`config.mk`:
```
export PLATFORM = sky130hd
export DESIGN_NAME = number_rom_arbiter
export DESIGN_NICKNAME = d
export VERILOG_FILES = /design/src/rtl/number_rom_arbiter.sv
export SDC_FILE = /design/constraint.sdc
export NUM_CORES = 1
export LEC_CHECK = 0
export CAP_MARGIN = 0
export CORE_ASPECT_RATIO = 0.9
export CORE_UTILIZATION = 47
export CTS_BUF_LIST = sky130_fd_sc_hd__clkbuf_16
export DETAILED_ROUTE_END_ITERATION = 8
export GPL_TIMING_DRIVEN = 0
export PLACE_DENSITY = 0.85
export RECOVER_POWER = 25
export SYNTH_ARGS = -nofsm -noshare
export SYNTH_HDL_FRONTEND = slang
export SYNTH_SLANG_ARGS = --single-unit
```
`constraint.sdc`:
```
create_clock -name i_clk2 -period 3.61 [get_ports i_clk2]
set_input_delay 0.361 -clock i_clk2 [delete_from_list [all_inputs] [get_ports i_clk2]]
set_output_delay 0.361 -clock i_clk2 [all_outputs]
set_load 0.02 [all_outputs]
```
`src/rtl/number_rom_arbiter.sv`:
```
// ---------------------------------------------------------------------------
// number_rom_arbiter
//
// Shares the single read port of the 20x20 number-sprite ROM between two
// pixel requesters (e.g. score renderer and countdown renderer). Requests
// are arbitrated round-robin and answered two cycles after the grant edge.
// Addresses outside the 400-pixel image never reach the ROM; they are
// answered with BLANK and counted in a saturating counter.
//
// Ports:
//   i_clk2                 single clock, rising edge
//   i_rst                  asynchronous active-high reset
//   i_req0/1, i_addr0/1    level requests with their pixel addresses
//   o_gnt0/1               one-cycle registered grant pulses
//   o_rvalid0/1            one-cycle pulse, o_rdata0/1 valid
//   o_rdata0/1             returned pixels, held between pulses
//   o_rom_addr, o_rom_en   ROM read port (registered)
//   i_rom_data             ROM output, valid the cycle after o_rom_en
//   o_oob_cnt              saturating count of out-of-range requests
// ---------------------------------------------------------------------------
module number_rom_arbiter #(
    parameter int                ADDR_W = 10,
    parameter int                DATA_W = 8,
    parameter int                PIXELS = 400,
    parameter logic [DATA_W-1:0] BLANK  = '0
) (
    input  logic              i_clk2,
    input  logic              i_rst,
    input  logic              i_req0,
    input  logic              i_req1,
    input  logic [ADDR_W-1:0] i_addr0,
    input  logic [ADDR_W-1:0] i_addr1,
    output logic              o_gnt0,
    output logic              o_gnt1,
    output logic              o_rvalid0,
    output logic              o_rvalid1,
    output logic [DATA_W-1:0] o_rdata0,
    output logic [DATA_W-1:0] o_rdata1,
    output logic [ADDR_W-1:0] o_rom_addr,
    output logic              o_rom_en,
    input  logic [DATA_W-1:0] i_rom_data,
    output logic [7:0]        o_oob_cnt
);

    // One extra bit so PIXELS == 2**ADDR_W would still compare correctly.
    localparam logic [ADDR_W:0] LP_PIXELS = (ADDR_W+1)'(PIXELS);

    logic              r_gnt0;
    logic              r_gnt1;
    logic              r_rvalid0;
    logic              r_rvalid1;
    logic [DATA_W-1:0] r_rdata0;
    logic [DATA_W-1:0] r_rdata1;
    logic [ADDR_W-1:0] r_rom_addr;
    logic              r_rom_en;
    logic [7:0]        r_oob_cnt;
    logic              r_last;      // 1 = requester 1 was served last

    // Tag pipeline: stage 1 is the cycle the ROM is reading, stage 2 the
    // cycle its registered data is on i_rom_data.
    logic              r_s1_valid;
    logic              r_s1_id;
    logic              r_s1_oob;
    logic              r_s2_valid;
    logic              r_s2_id;
    logic              r_s2_oob;

    logic              w_elig0;
    logic              w_elig1;
    logic              w_grant;
    logic              w_pick1;
    logic [ADDR_W-1:0] w_addr;
    logic              w_oob;

    // A requester still seeing its grant is masked so a held request is
    // not served twice for the same transaction.
    assign w_elig0 = i_req0 & ~r_gnt0;
    assign w_elig1 = i_req1 & ~r_gnt1;
    assign w_grant = w_elig0 | w_elig1;
    // On a tie requester 1 wins only if requester 0 was served last.
    assign w_pick1 = w_elig1 & (~w_elig0 | ~r_last);
    assign w_addr  = w_pick1 ? i_addr1 : i_addr0;
    assign w_oob   = ({1'b0, w_addr} >= LP_PIXELS);

    // Issue stage, tag pipeline and return stage all in one register block.
    always_ff @(posedge i_clk2 or posedge i_rst) begin
        if (i_rst) begin
            r_gnt0     <= 1'b0;
            r_gnt1     <= 1'b0;
            r_rvalid0  <= 1'b0;
            r_rvalid1  <= 1'b0;
            r_rdata0   <= '0;
            r_rdata1   <= '0;
            r_rom_addr <= '0;
            r_rom_en   <= 1'b0;
            r_oob_cnt  <= '0;
            r_last     <= 1'b1;
            r_s1_valid <= 1'b0;
            r_s1_id    <= 1'b0;
            r_s1_oob   <= 1'b0;
            r_s2_valid <= 1'b0;
            r_s2_id    <= 1'b0;
            r_s2_oob   <= 1'b0;
        end else begin
            r_gnt0     <= w_grant & ~w_pick1;
            r_gnt1     <= w_grant &  w_pick1;
            r_s1_valid <= w_grant;
            r_s1_id    <= w_pick1;
            r_s1_oob   <= w_oob;
            r_rom_en   <= w_grant & ~w_oob;
            if (w_grant) begin
                r_last <= w_pick1;
                // Out-of-range reads leave the ROM address untouched.
                if (!w_oob) begin
                    r_rom_addr <= w_addr;
                end else if (r_oob_cnt != 8'hFF) begin
                    r_oob_cnt <= r_oob_cnt + 8'd1;
                end
            end

            r_s2_valid <= r_s1_valid;
            r_s2_id    <= r_s1_id;
            r_s2_oob   <= r_s1_oob;

            r_rvalid0 <= r_s2_valid & ~r_s2_id;
            r_rvalid1 <= r_s2_valid &  r_s2_id;
            if (r_s2_valid && !r_s2_id) begin
                r_rdata0 <= r_s2_oob ? BLANK : i_rom_data;
            end
            if (r_s2_valid && r_s2_id) begin
                r_rdata1 <= r_s2_oob ? BLANK : i_rom_data;
            end
        end
    end

    assign o_gnt0     = r_gnt0;
    assign o_gnt1     = r_gnt1;
    assign o_rvalid0  = r_rvalid0;
    assign o_rvalid1  = r_rvalid1;
    assign o_rdata0   = r_rdata0;
    assign o_rdata1   = r_rdata1;
    assign o_rom_addr = r_rom_addr;
    assign o_rom_en   = r_rom_en;
    assign o_oob_cnt  = r_oob_cnt;

endmodule

```
==> impl_metrics.tcl, run 1 <==
set metrics [dict create \
    max-cap-violations 0 \
    seqPwrFrac 0.401 \
    total_power_uw 1960 \
    setup.worst_path.end_class "flip-flop" \
    slew_violations 0 \
    core_area_um2 3760 \
    vias 1491 \
    rsz0062_at_grt "false" \
    fin_crit_sh 0.523 \
    synthTopCellsByArea "dfrtp_1, nand2_1, mux2i_1" \
    drt-met1-wl_um 1740 \
    grt_max_degree 41 \
    syn_to_final_growth_pct 48.9 \
    clkTransAtPathRegs_ps 60 \
    yosysUniqueCellTypes 30 \
    ys.warnings.count 0 \
    synth_top_area_share 0.602 \
    tightest_slew_ps 400 \
    grt_first_pass_wirelength_um 6270 \
    final_core_util 0.741 \
    hold_class "reg2reg" \
    cts_htree_levels 2 \
    setup_viol 0 \
    ys_ff_latch 46 \
    hpwlAfterDp_um 2880 \
    critPathKind "in2reg" \
    wl_per_cell_um 13.5 \
    drt-initial-drc-count 111 \
    die_w_um 68.5 \
    cts_setup_buffers 0 \
    period_minus_slack_ps 1890 \
    path_cells "clkdlybuf4s50_1 -> o311a_1 -> nor4_4 -> o21ai_1 -> buf_2 -> and2_1" \
    synth_cells 169 \
    port_buffers 70 \
    cts_resized 0 \
    drc 0 \
    startpoint_type "input pin" \
    ys_seq_area_frac 0.616 \
    met2_length_um 1830 \
    status "finished, final reports clean" \
    finalNonFillerCells 294 \
    finClkSkew_ps 2.00 \
    synth_nets 202 \
    routed_via_density 5.07 \
    routed_wl_um 3980 \
    synth_area_per_cell_um2 11.1 \
    power.switching_uw 672 \
    num_rows 21 \
    switching_share 0.342 \
    n_antenna_cell 0 \
    critical-path-top-delay-family "buffers and inverters" \
    grt_pass1_vias 1434 \
    syn-cell-area_um2 1870 \
    clock_power_share 0.215 \
    cts_sinks 46 \
    critical-path-slowest-cell "clkdlybuf4s50_1" \
    cts_root_buf "clkbuf_16" \
    hold_violations 0 \
    dr.max_layer_used "met4" \
    critPathArrivalTime_ps 2060 \
    track_usage 0.211 \
    place_inst 286 \
    gp_congestion 0.752 \
    leakagePower_uw 0.00124 \
    initial_utilization 0.498 \
    powerDensity_nw_per_um2 705 \
    cp_num_buf_inv 2 \
    p_int_uw 1290 \
    clockBufferDepth 2 \
    nNetsFinal 280 \
    ir_worst_vdd_mv 0.450 \
    drive_gt1_frac 0.0565 \
    setup-tns-final_ps 0 \
    fp.dieH_um 61.9 \
    ant_nets 0 \
    hold_buffers 0 \
    slew_headroom 0.733 \
    yosys.area.top_type "dfrtp_1" \
    combPwrFrac 0.384 \
    fmax_mhz 529 \
    first_pass_iters 4 \
    dieArea_um2 4240 \
    max_stage_delay_ps 430 \
    antenna_found_initial 0 \
    overflow 0 \
    ios 71 \
    required_ps 3780 \
    wl_met3_um 349 \
    cts_buffers 5 \
    cts_tree "built" \
    clkLatencyLatePin_ps 280 \
    crit_fanout 10 \
]
[flip-flops by register name, indices dropped and copies added, names as in the netlist, 8 cells and up]
signal and flops:
o_oob_cnt 8, o_rdata0 8, o_rdata1 8, o_rom_addr 10
[power by group through the flow]
stage | sequential, uW | combinational (uW) | clock (uW)
after CTS | 787 | 762 | 430
after floorplan | 948 | 218 | 0
after global routing | 810 | 817 | 459
final | 788 | 754 | 422
after global placement | 787 | 736 | 0
after detailed placement | 793 | 757 | 0
[cell usage in the layout (no fill, tap or decap), types with 2 or more instances in the layout]
master and instances:
clkbuf_16 5, nor4_4 2, xnor2_1 5, nand2b_1 10, nand4_1 4, o21ai_0 17
inv_1 9, and2_1 2, clkdlybuf4s50_1 69, nand3_1 2, buf_2 3, dfrtp_1 45
nor2_1 5, o21ai_1 10, clkbuf_1 3, nand2_1 30, mux2i_1 9
[worst reg2reg max path: stages, from the launching register on]
cell and delay, ps:
dfrtp_1 380, nand2b_2 240, and2_1 260, nor4_4 430, mux2_1 350
[logic make-up after synthesis]
group / share of synthesized area
xor gates and xnor gates: 0.0281
DFF: 0.616
and+or+nand+nor: 0.174
buffers and inverters: 0.0281
AOI/OAI and AO/OA: 0.0930
adders and majority gates: 0.00669
muxes: 0.0542
[synth_stat cells]
cell and instances:
nand2b_1 10, nand2_1 30, a31oi_1 1, mux2_1 1, a41oi_1 1, dfrtp_1 45, xnor2_1 5, o21ai_0 17
nor2_1 5, or2_2 1, a21oi_1 1, nor2b_1 1, dfstp_2 1, xor2_1 1, mux2i_1 9, and3b_1 1
o21ai_1 10, clkbuf_1 3, ha_1 1, nand4_1 4, nand3_1 2, nor4_4 2, o22a_1 1, inv_1 7
nor3_1 1, o311a_1 1, nor4_1 1, and2_1 2, buf_2 3, nand2b_2 1
[metal layers]
metal  global-route usage  vias to the layer above
met1                0.255                      689
li1                     -                      726
met5                    0                        -
met4               0.0893                        0
met2                0.339                       69
met3               0.0839                        7
[stage by stage]
| step | cell area (um^2) | worst slack (ps) | hold slack, ps |
|---|---|---|---|
| 2_1_floorplan | 1870 | 1870 | 331 |
| 3_3_place_gp | 2630 | 1310 | 332 |
| 3_5_place_dp | 2650 | 1440 | 336 |
| 4_1_cts | 2790 | 1710 | 303 |
| 5_1_grt | 2790 | 1620 | 359 |
| 6_report | 2790 | 1720 | 345 |
[area by class of cell]
cell class              instances  area [um^2]
fillers                       273          972
well taps                      46         57.6
inverters                       7         26.3
plain buffers                   6         26.3
clock buffers                   5          125
repair buffers                 71          721
flip-flops and latches         46         1150
multi-input cells             110          666
clock inverters                 3         11.3
[final timing paths]
path	start	end	cells past startpoint	slack [ps]
max	i_addr1[4]	o_rom_addr[9]$_DFFE_PP0P_	6	1720
min	r_s1_id$_DFF_PP0_	r_s2_id$_DFF_PP0_	0	340
max reg2reg	o_gnt1$_DFF_PP0_	o_oob_cnt[1]$_DFFE_PP0P_	4	1830
min reg2reg	r_s1_id$_DFF_PP0_	r_s2_id$_DFF_PP0_	0	340
max in group asynchronous	i_rst	r_last$_DFFE_PP1P_	3	2570
min in group asynchronous	i_rst	o_oob_cnt[2]$_DFFE_PP0P_	2	480
No activity file was read; power rests on OpenSTA's default activity.
==> run 2: changes to the inputs <==
CORE_UTILIZATION = 39   (was 47)
PLACE_DENSITY = 0.75   (was 0.85)
clock period = 1.7 ns   (was 3.61 ns; I/O delays follow)
==> impl_metrics.tcl, run 2 (synthesized netlist as in run 1, its figures left out) <==
set metrics [dict create \
    status "finished, final reports clean" \
    powerDensity_nw_per_um2 1490 \
    cts_htree_levels 2 \
    dieArea_um2 5080 \
    drt-initial-drc-count 63 \
    grt_max_degree 32 \
    ios 71 \
    routed_wl_um 4140 \
    crit_fanout 5 \
    routed_via_density 4.82 \
    n_antenna_cell 0 \
    drive_gt1_frac 0.0806 \
    fp.dieH_um 67.7 \
    rsz0062_at_grt "true" \
    leakagePower_uw 0.00125 \
    core_area_um2 4520 \
    hold_class "reg2reg" \
    wl_per_cell_um 13.4 \
    startpoint_type "flip-flop" \
    hpwlAfterDp_um 3040 \
    fmax_mhz 594 \
    slew_headroom 0.576 \
    tightest_slew_ps 635 \
    seqPwrFrac 0.398 \
    max-cap-violations 0 \
    n_fill_cell 396 \
    finClkSkew_ps 4.42 \
    largest_reg_flops 10 \
    switching_share 0.339 \
    slew_violations 0 \
    whs_ps 343 \
    cts_sinks 46 \
    setup.worst_path.end_class "flip-flop" \
    hold_buffers 0 \
    min-delay-start "r_s1_valid$_DFF_PP0_" \
    clockBufferDepth 2 \
    num_rows 23 \
    clkLatencyLatePin_ps 280 \
    vias 1494 \
    port_buffers 70 \
    syn_to_final_growth_pct 50.5 \
    ir_worst_vdd_mv 1.00 \
    power.switching_uw 1420 \
    final_cell_mix "clkdlybuf4s50_1, dfrtp_1, nand2_1" \
    grt_pass1_vias 1413 \
    fin_crit_sh 0.991 \
    r2r_start "o_gnt0$_DFF_PP0_" \
    critPathArrivalTime_ps 1850 \
    cts_tree "built" \
    combPwrFrac 0.388 \
    setup_viol 0 \
    antenna_found_initial 0 \
    finalWorstSetupSlack_ps 15.7 \
    hold_violations 0 \
    p_int_uw 2770 \
    critPathKind "reg2reg" \
    cts_root_buf "clkbuf_16" \
    clkTransAtPathRegs_ps 60 \
    grt_first_pass_wirelength_um 6470 \
    crit_start "o_gnt0$_DFF_PP0_" \
    place_ws_ps -263 \
    final_common_cell "clkdlybuf4s50_1" \
    period_minus_slack_ps 1680 \
    initial_utilization 0.414 \
    gp_congestion 0.779 \
    required_ps 1860 \
    clock_power_share 0.213 \
    cts_buffers 5 \
    overflow 0 \
    ant_nets 0 \
    die_w_um 75 \
    nNetsFinal 281 \
    drc 0 \
    first_pass_iters 4 \
    track_usage 0.173 \
]
==> run 2: cell count changes in the layout (fill, tap and decap cells not counted), sizes merged <==
cell	before	now
clkinv	1	0
clkbuf	8	9
==> run 2: routing by layer <==
layer,vias up,global-route usage,share of wire
met5,-,0,0
met4,0,0.0495,0.0075
met3,8,0.0582,0.074
met2,58,0.280,0.48
met1,703,0.221,0.44
li1,725,-,-
==> run 2: final timing paths <==
kind                       slack [ps]  cells after the start                        end
setup / recovery                   20                      4   o_oob_cnt[1]$_DFFE_PP0P_
min in group asynchronous         410                      2  o_rom_addr[0]$_DFFE_PP0P_
setup reg to reg                   20                      4   o_oob_cnt[1]$_DFFE_PP0P_
hold reg to reg                   340                      0       r_s2_valid$_DFF_PP0_
hold / removal                    340                      0       r_s2_valid$_DFF_PP0_
max in group asynchronous         370                      3           o_gnt0$_DFF_PP0_
==> run 2: power by group through the flow <==
stage / Clock (uW) / Combinational, uW / Sequential (uW)
2_1_floorplan: 0 / 462 / 2020
3_3_place_gp: 0 / 1570 / 1680
3_5_place_dp: 0 / 1610 / 1690
4_1_cts: 918 / 1620 / 1670
5_1_grt: 958 / 1750 / 1710
6_report: 894 / 1630 / 1670
==> run 2: per-stage QoR <==
step / total power, uW / util / instance area, um^2 / std cells / TNS [ps]
3_5_place_dp: 3300 / 0.592 / 2680 / 302 / -3750
6_report: 4190 / 0.623 / 2820 / 310 / 0
5_1_grt: 4420 / 0.623 / 2820 / 310 / -250
2_1_floorplan: 2480 / - / 1880 / 169 / 0
3_3_place_gp: 3240 / 0.588 / 2660 / 301 / -22730
4_1_cts: 4210 / 0.623 / 2820 / 310 / 0
==> run 2: area by class of cell <==
cell class / count / area (um^2) / share of cell area
timing repair buffer: 73 / 723 / 0.257
inverter: 7 / 26.3 / 0.00933
buffer: 5 / 23.8 / 0.00844
tap: 62 / 77.6 / 0.0276
sequential: 46 / 1150 / 0.410
clock inverter: 2 / 7.51 / 0.00267
multi-input combinational: 110 / 677 / 0.240
clock buffer: 5 / 125 / 0.0444
==> run 2: timing repair <==
| action | in CTS | in global routing |
|---|---|---|
| endpoints found under the hold margin | 0 | 0 |
| resized for setup | 0 | 5 |
| pin swaps | 1 | 2 |
| buffers inserted | 1 | 1 |
| cloned | 0 | 0 |
| endpoints found under the setup margin | 2 | 12 |
==> run 2: worst max-delay path, cell delays in order (launching register included) <==
cell,delay (ps)
dfrtp_2,380
and3b_2,240
o22a_1,250
nor4_4,370
mux2_4,330
